## src/rtl/chan_fifo_reader_mf.sv

```systemverilog
// Per-channel TX packet reader: parses header/timestamp from a show-ahead FIFO, gates launch on
// time, carrier sense and matched-filter trigger, then streams QI16 or QI8 samples to the tx chain.
module chan_fifo_reader_mf #(
    parameter int SAMPLE_W  = 16,
    parameter int PAYLOAD_W = 7,
    parameter int TS_W      = 32,
    parameter int CNT_W     = 16
) (
    input  logic                tx_clock,
    input  logic                reset,
    input  logic                tx_strobe,
    input  logic [TS_W-1:0]     timestamp_clock,
    input  logic [3:0]          samples_format,
    input  logic [31:0]         fifodata,
    input  logic                pkt_waiting,
    output logic                rdreq,
    output logic                skip,
    output logic [SAMPLE_W-1:0] tx_i,
    output logic [SAMPLE_W-1:0] tx_q,
    output logic                tx_empty,
    output logic                underrun,
    output logic                burst,
    input  logic [31:0]         rssi,
    input  logic [31:0]         threshhold,
    input  logic [31:0]         cs_timeout,
    input  logic                mf_match,
    input  logic                late_policy,
    output logic [CNT_W-1:0]    pkt_sent,
    output logic [CNT_W-1:0]    pkt_dropped
);

    typedef enum logic [3:0] {
        ST_IDLE, ST_HEADER, ST_TIMESTAMP, ST_MF_WAIT, ST_CS_WAIT,
        ST_WAIT, ST_WAITSTROBE, ST_SEND, ST_HALF
    } state_t;

    state_t                state_q;
    logic                  rdreq_q, skip_q, tx_empty_q, underrun_q, burst_q, trash_q;
    logic [SAMPLE_W-1:0]   tx_i_q, tx_q_q;
    logic [CNT_W-1:0]      sent_q, dropped_q;
    logic                  rssi_flag_q, mf_flag_q, half_q;
    logic [PAYLOAD_W-1:0]  len_q, read_len_q;
    logic [TS_W-1:0]       ts_q;
    logic [31:0]           gate_cnt_q;
    logic [15:0]           hi_q;

    logic                  sob, eob;
    logic [TS_W-1:0]       ts_delta_d;
    logic                  gate_expire_d;

    assign sob = fifodata[28];
    assign eob = fifodata[27];
    // Modular difference: MSB set means the launch time is already in the past, even across wrap.
    assign ts_delta_d    = ts_q - timestamp_clock;
    assign gate_expire_d = (cs_timeout != 32'd0) && (gate_cnt_q == cs_timeout - 32'd1);

    always_ff @(posedge tx_clock) begin
        if (reset) begin
            state_q     <= ST_IDLE;
            rdreq_q     <= 1'b0;
            skip_q      <= 1'b0;
            tx_i_q      <= '0;
            tx_q_q      <= '0;
            tx_empty_q  <= 1'b1;
            underrun_q  <= 1'b0;
            burst_q     <= 1'b0;
            trash_q     <= 1'b0;
            sent_q      <= '0;
            dropped_q   <= '0;
            rssi_flag_q <= 1'b0;
            mf_flag_q   <= 1'b0;
            half_q      <= 1'b0;
            len_q       <= '0;
            read_len_q  <= '0;
            ts_q        <= '0;
            gate_cnt_q  <= '0;
            hi_q        <= '0;
        end else begin
            skip_q  <= 1'b0;
            rdreq_q <= 1'b0;
            if (tx_strobe && state_q != ST_SEND && state_q != ST_HALF)
                tx_empty_q <= 1'b1;

            case (state_q)
                ST_IDLE: begin
                    if (pkt_waiting) begin
                        rdreq_q    <= 1'b1;
                        underrun_q <= 1'b0;
                        state_q    <= ST_HEADER;
                    end else if (burst_q) begin
                        underrun_q <= 1'b1;
                    end
                end
                ST_HEADER: begin
                    if (sob && eob)  burst_q <= 1'b0;
                    else if (sob)    burst_q <= 1'b1;
                    else if (eob)    burst_q <= 1'b0;
                    // After a drop, the remainder of that burst is discarded until a fresh SOB.
                    if (trash_q && !sob) begin
                        skip_q    <= 1'b1;
                        dropped_q <= dropped_q + 1'b1;
                        state_q   <= ST_IDLE;
                    end else begin
                        if (sob) begin
                            rssi_flag_q <= fifodata[26];
                            mf_flag_q   <= fifodata[25];
                        end
                        len_q      <= fifodata[PAYLOAD_W+1:2];
                        read_len_q <= '0;
                        rdreq_q    <= 1'b1;
                        state_q    <= ST_TIMESTAMP;
                    end
                end
                ST_TIMESTAMP: begin
                    ts_q       <= fifodata[TS_W-1:0];
                    gate_cnt_q <= '0;
                    if (mf_flag_q)        state_q <= ST_MF_WAIT;
                    else if (rssi_flag_q) state_q <= ST_CS_WAIT;
                    else                  state_q <= ST_WAIT;
                end
                ST_MF_WAIT: begin
                    gate_cnt_q <= gate_cnt_q + 32'd1;
                    if (mf_match) begin
                        gate_cnt_q <= '0;
                        state_q    <= rssi_flag_q ? ST_CS_WAIT : ST_WAIT;
                    end else if (gate_expire_d) begin
                        skip_q    <= 1'b1;
                        trash_q   <= 1'b1;
                        dropped_q <= dropped_q + 1'b1;
                        state_q   <= ST_IDLE;
                    end
                end
                ST_CS_WAIT: begin
                    gate_cnt_q <= gate_cnt_q + 32'd1;
                    if (rssi <= threshhold) begin
                        state_q <= ST_WAIT;
                    end else if (gate_expire_d) begin
                        skip_q    <= 1'b1;
                        trash_q   <= 1'b1;
                        dropped_q <= dropped_q + 1'b1;
                        state_q   <= ST_IDLE;
                    end
                end
                ST_WAIT: begin
                    if (ts_q == '1 || ts_delta_d == '0) begin
                        trash_q <= 1'b0;
                        state_q <= ST_WAITSTROBE;
                    end else if (ts_delta_d[TS_W-1]) begin
                        if (late_policy) begin
                            trash_q <= 1'b0;
                            state_q <= ST_WAITSTROBE;
                        end else begin
                            skip_q    <= 1'b1;
                            trash_q   <= 1'b1;
                            dropped_q <= dropped_q + 1'b1;
                            state_q   <= ST_IDLE;
                        end
                    end
                end
                ST_WAITSTROBE: begin
                    if (read_len_q == len_q && !half_q) begin
                        skip_q  <= 1'b1;
                        sent_q  <= sent_q + 1'b1;
                        state_q <= ST_IDLE;
                    end else if (tx_strobe) begin
                        if (half_q) begin
                            state_q <= ST_HALF;
                        end else begin
                            rdreq_q <= 1'b1;
                            state_q <= ST_SEND;
                        end
                    end
                end
                ST_SEND: begin
                    read_len_q <= read_len_q + 1'b1;
                    tx_empty_q <= 1'b0;
                    if (samples_format == 4'd1) begin
                        tx_i_q <= {fifodata[7:0],  {(SAMPLE_W-8){1'b0}}};
                        tx_q_q <= {fifodata[15:8], {(SAMPLE_W-8){1'b0}}};
                        hi_q   <= fifodata[31:16];
                        half_q <= 1'b1;
                    end else begin
                        tx_i_q <= SAMPLE_W'($signed(fifodata[15:0]));
                        tx_q_q <= SAMPLE_W'($signed(fifodata[31:16]));
                    end
                    state_q <= ST_WAITSTROBE;
                end
                ST_HALF: begin
                    tx_i_q     <= {hi_q[7:0],  {(SAMPLE_W-8){1'b0}}};
                    tx_q_q     <= {hi_q[15:8], {(SAMPLE_W-8){1'b0}}};
                    half_q     <= 1'b0;
                    tx_empty_q <= 1'b0;
                    state_q    <= ST_WAITSTROBE;
                end
                default: state_q <= ST_IDLE;
            endcase
        end
    end

    assign rdreq       = rdreq_q;
    assign skip        = skip_q;
    assign tx_i        = tx_i_q;
    assign tx_q        = tx_q_q;
    assign tx_empty    = tx_empty_q;
    assign underrun    = underrun_q;
    assign burst       = burst_q;
    assign pkt_sent    = sent_q;
    assign pkt_dropped = dropped_q;

endmodule

```

## config.mk

```make
export PLATFORM = sky130hd
export DESIGN_NAME = chan_fifo_reader_mf
export DESIGN_NICKNAME = d
export VERILOG_FILES = /design/src/rtl/chan_fifo_reader_mf.sv
export SDC_FILE = /design/constraint.sdc
export NUM_CORES = 1
export LEC_CHECK = 0
export BUFFER_PORTS_ARGS = -buffer_cell sky130_fd_sc_hd__buf_2
export CAP_MARGIN = 20
export CORE_MARGIN = 3
export CORE_UTILIZATION = 55
export CTS_CLUSTER_DIAMETER = 40
export DETAILED_ROUTE_END_ITERATION = 12
export GPL_ROUTABILITY_DRIVEN = 1
export PLACE_DENSITY = 0.78
export SETUP_SLACK_MARGIN = 0.4
export SLEW_MARGIN = 20
export SYNTH_ARGS = -nofsm -noshare
export SYNTH_HDL_FRONTEND = slang
export SYNTH_SLANG_ARGS = --single-unit
```

## constraint.sdc

```tcl
create_clock -name tx_clock -period 13.9 [get_ports tx_clock]
set_clock_uncertainty 0.05 [all_clocks]
set_input_delay 1.39 -clock tx_clock [delete_from_list [all_inputs] [get_ports tx_clock]]
set_output_delay 1.39 -clock tx_clock [all_outputs]
set_load 0.01 [all_outputs]
```

# Word level (Yosys, flattened, before mapping)
# Index checks and enable logic that the tools add are counted.
dict set report op_classes {
  magnitude_cmp 1
  n_reduce_logical 32
  bitwise 1
  eq_ne 25
  addsub 6
  muxes 60
}
# operator n
set ops {}
lappend ops {{$mux 16} 9}
lappend ops {{$pmux 32 s3} 1}
lappend ops {{$pmux 16 s2} 2}
lappend ops {{$pmux 16 s4} 1}
lappend ops {{$mux 4} 9}
lappend ops {{$add 16x1->16 const B} 2}
lappend ops {{$add 32x1->32 const B} 1}
lappend ops {{$eq 32x32->1} 1}
lappend ops {{$eq 32x32->1 const B} 1}
lappend ops {{$le 32x32->1} 1}
lappend ops {{$logic_not 32->1} 1}
lappend ops {{$mux 32} 1}
lappend ops {{$pmux 4 s8} 1}
lappend ops {{$reduce_bool 32->1} 1}
lappend ops {{$sub 32x1->32 const B} 1}
lappend ops {{$sub 32x32->32} 1}
lappend ops {{$mux 1} 27}
lappend ops {{$ne 2x2->1 const B} 9}
lappend ops {{$eq 4x3->1 const B} 4}
lappend ops {{$pmux 7 s2} 1}
lappend ops {{$reduce_and 2->1} 7}
lappend ops {{$reduce_bool 3->1} 3}
lappend ops {{$eq 4x1->1 const B} 2}
lappend ops {{$eq 4x2->1 const B} 2}
lappend ops {{23 further kinds} 36}
dict set report word_totals {
  input_bits 170
  ff_bits 171
  output_inout_bits 69
  elab_cells 144
}

# Logic depth before layout (Yosys ltp)
dict set report logic_depth {
  word_depth 6
  depth_mapped 15
  depth_no_buf 13
}

# Worst setup path after synthesis
# Ideal clock, no wire load.
dict set report synth_timing {
  path_type {input to register}
  from {input cs_timeout[8]}
  to {register dropped_q[15], in the netlist pkt_dropped[15]}
  arrival_time_ns 5.664
  required_ns 13.729
  n_path_buf 2
  setup_time_ns 0.121
  path_stages 13
  path_slack_ns 8.065
  path_cell_list {buf_6 > or4_4 > or4_1 > clkbuf_1 > or4_1 > or4b_1 > nand3_1 > or4b_1 > o41ai_1 > a31oi_1 > or4_4 > nor4_1 > mux2_2}
}
dict set report synth_via {
  elab_chain_len 6
}
# element line_no
set synth_rtl {}
lappend synth_rtl {{from (decl)} 25} ;# input logic [31:0] cs_timeout,
lappend synth_rtl {{$sub 32x1->32} 55} ;# assign gate_expire_d = (cs_timeout != 32'd0) && (gate_cnt_q == cs_timeout - 32'd1);
lappend synth_rtl {{$eq 32x32->1} 55}
lappend synth_rtl {{$logic_and 1x1->1 (*)} 55}
lappend synth_rtl {{$mux 16 (*)} -}
lappend synth_rtl {{$mux 16, on equally long branches} -}
lappend synth_rtl {{$pmux 16 s4 (*)} -}
lappend synth_rtl {{to (signal assigned)} 101} ;# dropped_q <= dropped_q + 1'b1;
lappend synth_rtl {{to (signal assigned)} 129} ;# dropped_q <= dropped_q + 1'b1;
lappend synth_rtl {{to (signal assigned)} 140} ;# dropped_q <= dropped_q + 1'b1;
lappend synth_rtl {{to (decl)} 40} ;# logic [CNT_W-1:0] sent_q, dropped_q;
# Every way passes the cells marked *; elsewhere a longest branch is shown, timed or not. The select of a mux whose other input is x is not followed.
# A chain may end at the register's enable or synchronous reset.

# Final worst setup path
dict set report layout_timing {
  from {input cs_timeout[18]}
  to {register dropped_q[15], in the netlist pkt_dropped[15]}
}
# The elaborated chain is that of the path after synthesis.

==> flow_summary.rst <==
.. list-table::
   :header-rows: 1

   * - Metric
     - Value
   * - Switching power total
     - 533 uW
   * - Run status
     - finished, final reports clean
   * - Met1 track utilization from global routing
     - 39.8%
   * - Fraction of the mapped netlist area in adder cells
     - 7.28%
   * - Die Y-Extent
     - 152 um
   * - Post-route DRC violation count
     - 0
   * - Worst rel slew slack
     - 28.6%
   * - Detailed Routing Iterations Pass 1
     - 6
   * - Worst-Skew Late Latency
     - 420 ps
   * - Total setup buffers inserted after CTS
     - 0
   * - FP Rows
     - 52
   * - Sequential share of power
     - 38.5%
   * - Share of layout cells above drive strength 1
     - 16.8%
   * - Number of placed I/O pins
     - 239
   * - Drt first-iter violations
     - 935
   * - Setup crit start kind
     - primary input
   * - Count of final hold-check violations
     - 0
   * - Core area
     - 20600 sq um
   * - Area fraction in and, or, nand and nor cells after synthesis
     - 29.8%
   * - Per-instance average area after synthesis
     - 7.25 sq um
   * - Overall routing resource usage
     - 29.9%
   * - Post-synthesis cell area
     - 11700 sq um
   * - Pin count of the biggest net entering global routing
     - 89
   * - Cell variety after synth
     - 72
   * - H-tree depth
     - 4
   * - Register area share after synthesis
     - 29.3%
   * - Routability congestion estimate from global placement
     - 0.958
   * - Largest cells by area after synthesis
     - sky130_fd_sc_hd__dfxtp_1, sky130_fd_sc_hd__nand2_1, sky130_fd_sc_hd__ha_1, sky130_fd_sc_hd__a21oi_1, sky130_fd_sc_hd__nor2_1
   * - Final count of negative-setup-slack endpoints
     - 0
   * - Final routed wirelength across all metal layers
     - 35.5 mm
   * - HP Class
     - flip-flop to flip-flop
   * - Count of hold buffers inserted by post-cts repair
     - 0
   * - Vias in the first global route
     - 11300
   * - Leakage power
     - 5.69 nW
   * - Fraction of synthesized area in multiplexers
     - 0.889%
   * - Synthesis-to-layout area growth
     - 16.5%
   * - Average via count per standard cell
     - 6.03
   * - Highest ir drop seen on vdd
     - 122 uV
   * - Met2 track demand over resource
     - 47.6%
   * - Setup TNS
     - 0 ps
   * - FF+latch area
     - 3420 sq um
   * - Leading register cell type out of synthesis
     - sky130_fd_sc_hd__dfxtp_1
   * - Average wire length per cell after detail routing
     - 17.0 um
   * - Final layout net count
     - 2047
   * - Synthesized-area fraction occupied by ao, oa, aoi and oai cells
     - 20.4%
   * - Portion of the clock cycle consumed by the worst path in the final layout
     - 45.0%
   * - Number of synthesized flops with an enable pin
     - 0
   * - Area leader, netlist
     - sky130_fd_sc_hd__dfxtp_1
   * - Top Usage Layer GRT
     - met2
   * - Largest family of logic cells by synthesized area
     - simple AND/OR/NAND/NOR gates
   * - Number of antenna violations at the first check in global routing
     - 6
   * - CTS Buffer Depth
     - 2
   * - Power density over the cells
     - 108 nW/um^2
   * - Endpoint type of the worst setup path
     - flip-flop
   * - Remaining global-route overflow
     - 0
   * - Wire length of the first global-routing pass
     - 55.7 mm
   * - Detail Placement HPWL
     - 27.5 mm
   * - Die width
     - 152 um
   * - Max FO, Critical Path
     - 13
   * - Cells resized by post-CTS repair
     - 0
   * - Maximum Capacitance Violations
     - 0
   * - Flip-flop and latch count after synthesis
     - 171
   * - Filler cells
     - 1860
   * - Net switching fraction of the power
     - 36.2%
   * - Port Buffer Count
     - 238
   * - Fmax
     - 0.160 GHz
   * - Final period demand of the worst path
     - 6250 ps
   * - Number of pins exceeding their max-slew limit in the final report
     - 0
   * - Number of vias after detailed routing
     - 12600
   * - Top cell type's share of synthesized area
     - 29.3%
   * - Tightest Pin Transition
     - 1070 ps
   * - Placement-stage worst setup slack
     - 7300 ps
   * - Root cell of the clock tree
     - sky130_fd_sc_hd__clkbuf_16
   * - Crit path DAT
     - 6510 ps
   * - Sinks on the clock net
     - 171
   * - Internal power summed over all cells
     - 937 uW
   * - Synthesis Warnings
     - 0
   * - Share of the synthesized netlist area taken by xor and xnor gates
     - 7.19%
   * - Final ANT Viol Nets
     - 0
   * - Setup repair after global routing missed its margin
     - no
   * - Clock tree from TritonCTS
     - built
   * - Setup Crit Path Kind
     - primary input to flip-flop
   * - Setup slack after layout
     - 7650 ps
   * - Clock group share of total power
     - 30.4%
   * - Synth Instances
     - 1611
   * - Fin util
     - 66.2%
   * - Worst-path clk slew
     - 60 ps
   * - Worst Path Required
     - 14160 ps
   * - Total area of multi-input combinational cells
     - 7690 sq um
   * - Syn_nets
     - 1849
   * - Starting density of the core
     - 56.8%
   * - Combinational fraction of design power
     - 31.1%
   * - Number of buffers inserted during clock tree synthesis
     - 17
   * - Met3 Resource Use GR
     - 7.14%
   * - Async SR Flop Fraction
     - 0%
   * - Floorplan die area
     - 23000 sq um
-- cell type report --
class	count	area share (%)
Antenna cell	5	0.0919
Clock buffer	20	3.43
Inverter	87	2.40
Tap cell	270	2.48
Multi-Input combinational cell	1283	56.5
Clock inverter	11	0.625
Timing Repair Buffer	249	9.37
Sequential cell	171	25.1
-- worst paths after layout --
| path | end | slack, ps | cells past startpoint | start |
|---|---|---|---|---|
| max | pkt_dropped[15] | 7650 | 12 | cs_timeout[18] |
| min | tx_q[5] | 410 | 2 | tx_q[5] |
| max reg2reg | state_q[2] | 9290 | 12 | ts_q[10] |
| min reg2reg | tx_q[5] | 410 | 2 | tx_q[5] |
-- kinds of logic after synthesis --
group                      after synthesis
DFF                                    171
xor gates and xnor gates                96
buffers and inverters                  157
AOI/OAI and AO/OA                      389
muxes                                   10
and+or+nand+nor                        720
adders and majority gates               68
-- worst max-delay path: stages --
cell	delay, ps
sky130_fd_sc_hd__buf_2	140
sky130_fd_sc_hd__or4_1	610
sky130_fd_sc_hd__or4_1	580
sky130_fd_sc_hd__or4_1	550
sky130_fd_sc_hd__or4b_1	480
sky130_fd_sc_hd__nand3_1	110
sky130_fd_sc_hd__or4b_1	480
sky130_fd_sc_hd__o41ai_1	470
sky130_fd_sc_hd__a31oi_1	280
sky130_fd_sc_hd__or4_4	730
sky130_fd_sc_hd__nor4_1	320
sky130_fd_sc_hd__mux2_2	360
-- placed cells by master, fill, tap and decap left out, types with 44 or more instances in the layout --
cell,netlist,layout
sky130_fd_sc_hd__o21ai_0,72,72
sky130_fd_sc_hd__nor2_1,153,153
sky130_fd_sc_hd__inv_1,87,87
sky130_fd_sc_hd__nand2_1,260,260
sky130_fd_sc_hd__buf_2,2,237
sky130_fd_sc_hd__xnor2_1,44,44
sky130_fd_sc_hd__xor2_1,52,52
sky130_fd_sc_hd__ha_1,68,68
sky130_fd_sc_hd__a21oi_1,167,167
sky130_fd_sc_hd__nand3_1,47,47
sky130_fd_sc_hd__dfxtp_1,171,171
-- power groups by stage --
| stage | Clock (mW) | Sequential, mW | Combinational, mW |
|---|---|---|---|
| 4_1_cts | 0.453 | 0.564 | 0.449 |
| 2_1_floorplan | 0 | 0.555 | 0.328 |
| 3_5_place_dp | 0 | 0.575 | 0.445 |
| 5_1_grt | 0.470 | 0.570 | 0.510 |
| 6_report | 0.448 | 0.566 | 0.457 |
| 3_3_place_gp | 0 | 0.575 | 0.436 |
-- cells in the mapped netlist (5+ instances only) --
library cell                instances
sky130_fd_sc_hd__o211ai_1           6
sky130_fd_sc_hd__nor4b_1            9
sky130_fd_sc_hd__or4_1             17
sky130_fd_sc_hd__xnor2_1           44
sky130_fd_sc_hd__a22oi_1            9
sky130_fd_sc_hd__nand2b_1          18
sky130_fd_sc_hd__nor2_1           153
sky130_fd_sc_hd__o21bai_1           5
sky130_fd_sc_hd__clkbuf_1          64
sky130_fd_sc_hd__nor3_1            40
sky130_fd_sc_hd__a21oi_1          167
sky130_fd_sc_hd__a211o_1            5
sky130_fd_sc_hd__o31ai_1            7
sky130_fd_sc_hd__a31oi_1           19
sky130_fd_sc_hd__xor2_1            52
sky130_fd_sc_hd__nand2_1          260
sky130_fd_sc_hd__inv_1             87
sky130_fd_sc_hd__and3_1            16
sky130_fd_sc_hd__nand3b_1           8
sky130_fd_sc_hd__ha_1              68
sky130_fd_sc_hd__or2_2             11
sky130_fd_sc_hd__nand3_1           47
sky130_fd_sc_hd__nor4_1            25
sky130_fd_sc_hd__a2111oi_0          6
sky130_fd_sc_hd__nor2b_1           13
sky130_fd_sc_hd__dfxtp_1          171
sky130_fd_sc_hd__and4_1             7
sky130_fd_sc_hd__a211oi_1          10
sky130_fd_sc_hd__or3_1             34
sky130_fd_sc_hd__a221oi_1          12
sky130_fd_sc_hd__a21o_1            19
sky130_fd_sc_hd__o21ai_0           72
sky130_fd_sc_hd__nand4_1           41
sky130_fd_sc_hd__mux2i_1            7
sky130_fd_sc_hd__a311oi_1           7
sky130_fd_sc_hd__o21a_1            11
-- state kept, by name (all words and copies together) (netlist names) --
| signal | flops |
|---|---|
| pkt_sent | 16 |
| tx_empty | 1 |
| rdreq | 1 |
| read_len_q | 7 |
| rssi_flag_q | 1 |
| ts_q | 32 |
| trash_q | 1 |
| state_q | 4 |
| gate_cnt_q | 32 |
| pkt_dropped | 16 |
| skip | 1 |
| half_q | 1 |
| hi_q | 16 |
| mf_flag_q | 1 |
| len_q | 7 |
| burst | 1 |
| tx_q | 16 |
| underrun | 1 |
| tx_i | 16 |
-- per-stage QoR --
step	hold WS, ps	power (mW)	area (sq um)	instances
final	405	1.47	13600	2096
after global routing	423	1.55	13600	2095
after CTS	405	1.47	13600	2091
after detailed placement	396	1.02	13100	2060
after global placement	390	1.01	13100	2060
after floorplan	386	0.883	11700	1611
-- metal layers --
| layer | up-vias | share of wire, % |
|---|---|---|
| li1 | 6161 | - |
| met1 | 5855 | 43 |
| met2 | 553 | 45 |
| met3 | 67 | 9.5 |
| met4 | 4 | 2.1 |
| met5 | - | 0.079 |
Power figures use the tool's default switching activity.
